==> config.mk <==
export PLATFORM = sky130hd
export DESIGN_NAME = acc_uart_tx
export DESIGN_NICKNAME = d
export VERILOG_FILES = /design/src/rtl/acc_uart_tx_pkg.sv /design/src/rtl/acc_uart_tx_byte.sv /design/src/rtl/acc_uart_tx.sv
export SDC_FILE = /design/constraint.sdc
export NUM_CORES = 1
export LEC_CHECK = 0
export ABC_AREA = 1
export CAP_MARGIN = 0
export CORE_AREA = 2 2 57 59
export CTS_CLUSTER_SIZE = 25
export DETAILED_ROUTE_END_ITERATION = 10
export DIE_AREA = 0 0 59 61
export DONT_BUFFER_PORTS = 1
export PLACE_DENSITY = 0.74
export SYNTH_ARGS = -nofsm -noshare
export SYNTH_HDL_FRONTEND = slang
export SYNTH_SLANG_ARGS = --single-unit
==> constraint.sdc <==
create_clock -name i_clock -period 1.7 [get_ports i_clock]
set_input_delay 0.085 -clock i_clock [delete_from_list [all_inputs] [get_ports i_clock]]
set_output_delay 0.085 -clock i_clock [all_outputs]
set_load 0.1 [all_outputs]
==> src/rtl/acc_uart_tx_pkg.sv <==
// acc_uart_tx_pkg -- shared definitions for the accumulator UART transmitter.
//   state_e     : framer FSM state encoding
//   DATA_BITS   : data bits per UART character
//   START_LVL   : line level of the start bit
//   STOP_LVL    : line level of the stop bit (and of the idle line)
//   FRAME_BITS  : total bit slots per character
//   even_parity : parity bit value for one data byte
// Build option: ACC_UART_TX_PARITY_EN adds an even-parity slot after the data bits.
package acc_uart_tx_pkg;

    localparam int   DATA_BITS = 8;
    localparam logic START_LVL = 1'b0;
    localparam logic STOP_LVL  = 1'b1;

`ifdef ACC_UART_TX_PARITY_EN
    localparam int FRAME_BITS = DATA_BITS + 3;

    typedef enum logic [2:0] {
        S_IDLE   = 3'd0,
        S_START  = 3'd1,
        S_DATA   = 3'd2,
        S_PARITY = 3'd3,
        S_STOP   = 3'd4
    } state_e;
`else
    localparam int FRAME_BITS = DATA_BITS + 2;

    typedef enum logic [2:0] {
        S_IDLE  = 3'd0,
        S_START = 3'd1,
        S_DATA  = 3'd2,
        S_STOP  = 3'd4
    } state_e;
`endif

    // Even parity: the parity bit makes the total count of ones even.
    function automatic logic even_parity(input logic [DATA_BITS-1:0] d);
        return ^d;
    endfunction

endpackage

==> src/rtl/acc_uart_tx_byte.sv <==
// uart_tx_byte -- one-character UART framer.
//   clk_i      : clock, rising edge
//   rst_i      : synchronous active-high reset
//   tick_i     : baud tick; the bit timer advances only on this pulse
//   start_i    : load data_i and begin a character (honoured in IDLE, and at the
//                end of a stop bit so characters can run back-to-back)
//   data_i     : byte to send, LSB first
//   tx_o       : registered serial line, idle high
//   stop_end_o : combinational, high on the tick that completes the stop bit
// Build option: ACC_UART_TX_PARITY_EN inserts an even-parity bit before the stop bit.
module uart_tx_byte
    import acc_uart_tx_pkg::*;
#(
    parameter int TICKS_PER_BIT = 16
) (
    input  logic                 clk_i,
    input  logic                 rst_i,
    input  logic                 tick_i,
    input  logic                 start_i,
    input  logic [DATA_BITS-1:0] data_i,
    output logic                 tx_o,
    output logic                 stop_end_o
);

    localparam int             TW        = (TICKS_PER_BIT > 1) ? $clog2(TICKS_PER_BIT) : 1;
    localparam logic [TW-1:0]  TICK_LAST = TW'(TICKS_PER_BIT - 1);
    localparam logic [2:0]     BIT_LAST  = 3'(DATA_BITS - 1);

    state_e                 state_q;
    logic [TW-1:0]          tick_q;
    logic [2:0]             bit_q;
    logic [DATA_BITS-1:0]   sh_q;
    logic                   tx_q;
`ifdef ACC_UART_TX_PARITY_EN
    logic                   par_q;
`endif

    logic bit_end;

    // Last tick of the current bit slot.
    assign bit_end    = tick_i && (tick_q == TICK_LAST);
    assign stop_end_o = (state_q == S_STOP) && bit_end;
    assign tx_o       = tx_q;

    always_ff @(posedge clk_i) begin
        if (rst_i) begin
            state_q <= S_IDLE;
            tick_q  <= '0;
            bit_q   <= '0;
            sh_q    <= '0;
            tx_q    <= STOP_LVL;
`ifdef ACC_UART_TX_PARITY_EN
            par_q   <= 1'b0;
`endif
        end else begin
            // Bit timer runs only while framing; it wraps on every slot boundary.
            if (state_q != S_IDLE && tick_i)
                tick_q <= bit_end ? '0 : tick_q + 1'b1;

            case (state_q)
                S_IDLE: begin
                    if (start_i) begin
                        state_q <= S_START;
                        tx_q    <= START_LVL;
                        sh_q    <= data_i;
                        bit_q   <= '0;
`ifdef ACC_UART_TX_PARITY_EN
                        par_q   <= even_parity(data_i);
`endif
                    end
                end
                S_START: begin
                    if (bit_end) begin
                        state_q <= S_DATA;
                        tx_q    <= sh_q[0];
                        sh_q    <= sh_q >> 1;
                    end
                end
                S_DATA: begin
                    if (bit_end) begin
                        if (bit_q == BIT_LAST) begin
`ifdef ACC_UART_TX_PARITY_EN
                            state_q <= S_PARITY;
                            tx_q    <= par_q;
`else
                            state_q <= S_STOP;
                            tx_q    <= STOP_LVL;
`endif
                        end else begin
                            bit_q <= bit_q + 1'b1;
                            tx_q  <= sh_q[0];
                            sh_q  <= sh_q >> 1;
                        end
                    end
                end
`ifdef ACC_UART_TX_PARITY_EN
                S_PARITY: begin
                    if (bit_end) begin
                        state_q <= S_STOP;
                        tx_q    <= STOP_LVL;
                    end
                end
`endif
                S_STOP: begin
                    if (bit_end) begin
                        // Chained start skips IDLE so the next start bit follows with no gap.
                        if (start_i) begin
                            state_q <= S_START;
                            tx_q    <= START_LVL;
                            sh_q    <= data_i;
                            bit_q   <= '0;
`ifdef ACC_UART_TX_PARITY_EN
                            par_q   <= even_parity(data_i);
`endif
                        end else begin
                            state_q <= S_IDLE;
                        end
                    end
                end
                default: state_q <= S_IDLE;
            endcase
        end
    end

endmodule

==> src/rtl/acc_uart_tx.sv <==
// acc_uart_tx -- sends an E_BITS accumulator snapshot as E_BITS/8 UART characters,
// least-significant byte first, with no idle gap between characters.
//   i_clock : clock, rising edge
//   i_reset : synchronous active-high reset (aborts any frame in flight)
//   i_tick  : one-cycle baud tick from the external baud generator
//   i_start : send request, taken only when idle and not in the o_done cycle
//   i_acc   : accumulator value, captured on the accepting edge
//   o_tx    : registered UART line, idle high
//   o_busy  : high from the accepting edge until the last stop bit completes
//   o_done  : one-cycle pulse as the transmitter returns to idle
// E_BITS must be a multiple of 8.
// Build option: ACC_UART_TX_PARITY_EN selects 11-bit frames with even parity.
module acc_uart_tx
    import acc_uart_tx_pkg::*;
#(
    parameter int E_BITS        = 16,
    parameter int TICKS_PER_BIT = 16
) (
    input  logic              i_clock,
    input  logic              i_reset,
    input  logic              i_tick,
    input  logic              i_start,
    input  logic [E_BITS-1:0] i_acc,
    output logic              o_tx,
    output logic              o_busy,
    output logic              o_done
);

    localparam int             NBYTES    = E_BITS / 8;
    localparam int             CW        = $clog2(NBYTES + 1);
    localparam logic [CW-1:0]  LEFT_INIT = CW'(NBYTES - 1);

    logic [E_BITS-1:0]   shadow_q, shadow_d;
    logic [CW-1:0]       left_q,   left_d;
    logic                busy_q,   busy_d;
    logic                done_q,   done_d;

    // Zero-extended so the "next byte" slice is legal even for a one-byte accumulator.
    logic [E_BITS+7:0]   shadow_ext;
    logic                accept, stop_end, more, byte_start;
    logic [7:0]          byte_data;

    always_comb begin
        shadow_ext = {8'h00, shadow_q};
        // The done cycle is excluded so a held i_start restarts one cycle later.
        accept     = i_start && !busy_q && !done_q;
        more       = (left_q != '0);
        byte_start = accept || (stop_end && more);
        // First byte comes straight from i_acc; later bytes from the shifted shadow.
        byte_data  = accept ? i_acc[7:0] : shadow_ext[15:8];

        shadow_d = shadow_q;
        left_d   = left_q;
        busy_d   = busy_q;
        done_d   = 1'b0;

        if (accept) begin
            shadow_d = i_acc;
            left_d   = LEFT_INIT;
            busy_d   = 1'b1;
        end else if (stop_end && more) begin
            shadow_d = shadow_ext[E_BITS+7:8];
            left_d   = left_q - 1'b1;
        end else if (stop_end) begin
            busy_d   = 1'b0;
            done_d   = 1'b1;
        end
    end

    always_ff @(posedge i_clock) begin
        if (i_reset) begin
            shadow_q <= '0;
            left_q   <= '0;
            busy_q   <= 1'b0;
            done_q   <= 1'b0;
        end else begin
            shadow_q <= shadow_d;
            left_q   <= left_d;
            busy_q   <= busy_d;
            done_q   <= done_d;
        end
    end

    uart_tx_byte #(
        .TICKS_PER_BIT (TICKS_PER_BIT)
    ) u_byte (
        .clk_i      (i_clock),
        .rst_i      (i_reset),
        .tick_i     (i_tick),
        .start_i    (byte_start),
        .data_i     (byte_data),
        .tx_o       (o_tx),
        .stop_end_o (stop_end)
    );

    assign o_busy = busy_q;
    assign o_done = done_q;

endmodule

==> flow_summary.json <==
{
  "status": "complete, no violations",
  "crit_path_end_kind": "register",
  "drive_above_1_share_pct": 15.47,
  "synth_nets": 284,
  "design_area_mm2": 0.001973,
  "synthTopCellsByArea": "dfxtp_1, nand2_1, a21oi_1",
  "vias": 1600,
  "routed_wl_um": 3730,
  "grtUsageTotal_pct": 23.40,
  "fin_nets": 301,
  "antennaDiodeCount": 0,
  "met2_length_um": 1737,
  "ys_seq_elements": 31,
  "fp.dieH_um": 61,
  "peakVddDrop_mv": 0.7596,
  "power_density_mw_per_mm2": 1439,
  "hold_class": "input pin to register",
  "grt_pass1_wl_um": 6285,
  "fmax_ghz": 0.6154,
  "yosysWarnings": 0,
  "yosysMostFrequentCell": "nand2_1",
  "die_area_mm2": 0.003599,
  "fin_cells": 311,
  "p_leak_nw": 0.9210,
  "hold_viol": 0,
  "setup_ws_ns": 0.07511,
  "dr.first_iter.drc_count": 56,
  "postSynthAreaPerCell_um2": 6.655,
  "syn_inst": 260,
  "cts_root_buffer": "clkbuf_4",
  "place_congestion": 0.8259,
  "yosysUniqueCellTypes": 26,
  "synth_flop_cell": "dfxtp_1",
  "synth_top_area_share_pct": 35.86,
  "first_pass_iters": 4,
  "critPathMaxFanout": 5,
  "report.final.slew_viol_count": 0,
  "clk_latency_ns": 0.34,
  "synth_area_mm2": 0.001730,
  "numCtsBuffers": 5,
  "core_mm2": 0.002953,
  "final_util_pct": 66.82,
  "drv_cap": 0,
  "post-place-ws_ns": 0.1276,
  "port_buffers": 0,
  "start_util_pct": 58.60,
  "htreeDepth": 2,
  "syn_to_final_growth_pct": 14.03,
  "dpl.hpwl_um": 2505,
  "tns_ns": 0,
  "postRouteAntennaNets": 0,
  "viasPerCell": 5.145,
  "first_global_vias": 1539,
  "rows": 20,
  "min_period_ns": 1.625,
  "route.met3.wl_um": 184,
  "worstMarginPinSlew_ns": 0.5795,
  "routedWlPerCell_um": 11.99,
  "grt_overflow": 0,
  "fin_skew_ns": 0.009852,
  "critPathKind": "register to register",
  "cts.sink_count": 31,
  "yosysSeqAreaShare_pct": 35.86,
  "met1Wirelength_um": 1754,
  "drc": 0,
  "ys_async_sr_fraction_pct": 0,
  "die_x_um": 59,
  "worst-endpoint-arrival_ns": 1.91,
  "worstSetupStartpointType": "register",
  "cts_tree": "yes",
  "antenna_found_initial": 0,
  "timing.final.crit_share_pct": 95.58,
  "slew_headroom_pct": 61.24,
  "finalSetupViolations": 0,
  "grt_max_degree": 18,
  "synth_common_cells": "nand2_1, dfxtp_1, nor2_1",
  "nFillCells": 287,
  "synth_area_leader_cell": "dfxtp_1",
  "dp_cells": 290,
  "path_clk_slew_ns": 0.11,
  "critPathRequiredTime_ns": 1.98,
  "top_layer": "met4",
  "synth_edf_count": 0,
  "dpl_cell_area_mm2": 0.001759,
  "ioPinCount": 23,
  "cts_buffer_depth": 2
}
sequential cells by signal, indices dropped and copies added (netlist names):
register / cells
u_byte.tick_q: 4
u_byte.bit_q: 3
u_byte.sh_q: 8
left_q: 2
o_busy: 1
u_byte.state_q: 3
o_done: 1
shadow_q: 8
u_byte.tx_o: 1
cells by family (layout without fill, tap and decap cells):
kind of cell | after synthesis | count (layout) | synth area share, %
AO/OA/AOI/OAI | 33 | 33 | 9.690
flip-flops | 31 | 31 | 35.86
buffers and inverters | 36 | 54 | 9.183
AND/OR/NAND/NOR | 155 | 155 | 41.87
adder cells (fa/ha/maj) | 4 | 4 | 2.892
XOR/XNOR | 1 | 1 | 0.5062
cell type report:
class	count	area [µm²]	share of cell area [%]
multi-input combinational	193	965.9	48.95
sequential	31	628.1	31.83
timing repair buffer	17	166.4	8.434
inverter	29	113.9	5.770
tap	33	41.29	2.093
clock buffer	5	37.54	1.902
clock inverter	3	20.02	1.015
report_power, final:
group	total (mW)	switching, mW	leakage, nW	internal [mW]
Sequential	0.989	0.103	0.256	0.886
Clock	0.443	0.285	0.0272	0.158
Combinational	1.41	0.843	0.638	0.566
Total	2.84	1.23	0.921	1.61
routing by layer:
metal	global-route usage (%)	vias up
met2	39.84	28
met3	7.036	6
met4	8.117	0
li1	-	853
met1	28.22	713
met5	0	-
final timing paths:
| check | start | end | slack, ns | cells after the start |
|---|---|---|---|---|
| max | u_byte.tick_q[0] | u_byte.sh_q[6] | 0.08 | 11 |
| min | i_acc[7] | u_byte.sh_q[7] | 0.05 | 4 |
| max reg2reg | u_byte.tick_q[0] | u_byte.sh_q[6] | 0.08 | 11 |
| min reg2reg | shadow_q[10] | shadow_q[10] | 0.47 | 2 |
placed cells by master (no fill, tap or decap):
master	n
nor3_1	1
a21oi_1	24
buf_6	1
nor2_2	2
nor2_4	2
nand2_4	4
nor2_1	27
nand3_4	1
dfxtp_2	3
buf_4	6
dlygate4sd3_1	9
ha_4	1
clkinvlp_4	2
nand3_2	1
nand4_1	1
nand3b_2	1
nand2_1	83
nand2_2	6
clkbuf_4	5
inv_2	3
o211ai_1	1
nor2_8	1
dfxtp_4	1
clkinv_4	1
dfxtp_1	27
ha_1	3
xor2_1	1
or2_0	1
clkinv_2	1
nand3_1	24
inv_1	25
o21ai_0	8
buf_12	1
critical path, stage by stage (launching register included):
cell	delay (ns)
dfxtp_4	0.39
ha_4	0.14
nand2_1	0.08
nor2_4	0.17
inv_2	0.07
nand2_2	0.11
nand2_4	0.08
nor2_8	0.14
buf_4	0.14
buf_4	0.10
a21oi_1	0.05
nor2_1	0.09
metrics by stage:
step / hold slack, ns / total power [mW]
after floorplan: 0.2292 / 2.021
after global placement: 0.1533 / 2.137
after detailed placement: 0.1525 / 2.144
after CTS: 0.04318 / 2.615
after global routing: 0.08493 / 3.070
final: 0.05130 / 2.840
timing repair:
item                                    in CTS  in global routing
hold endpoints to repair                    16                  0
hold buffers                                 9                  0
buffers inserted                             0                  4
resized for setup                            0                 10
endpoints found under the setup margin       0                 15
Power figures use the tool's default switching activity.
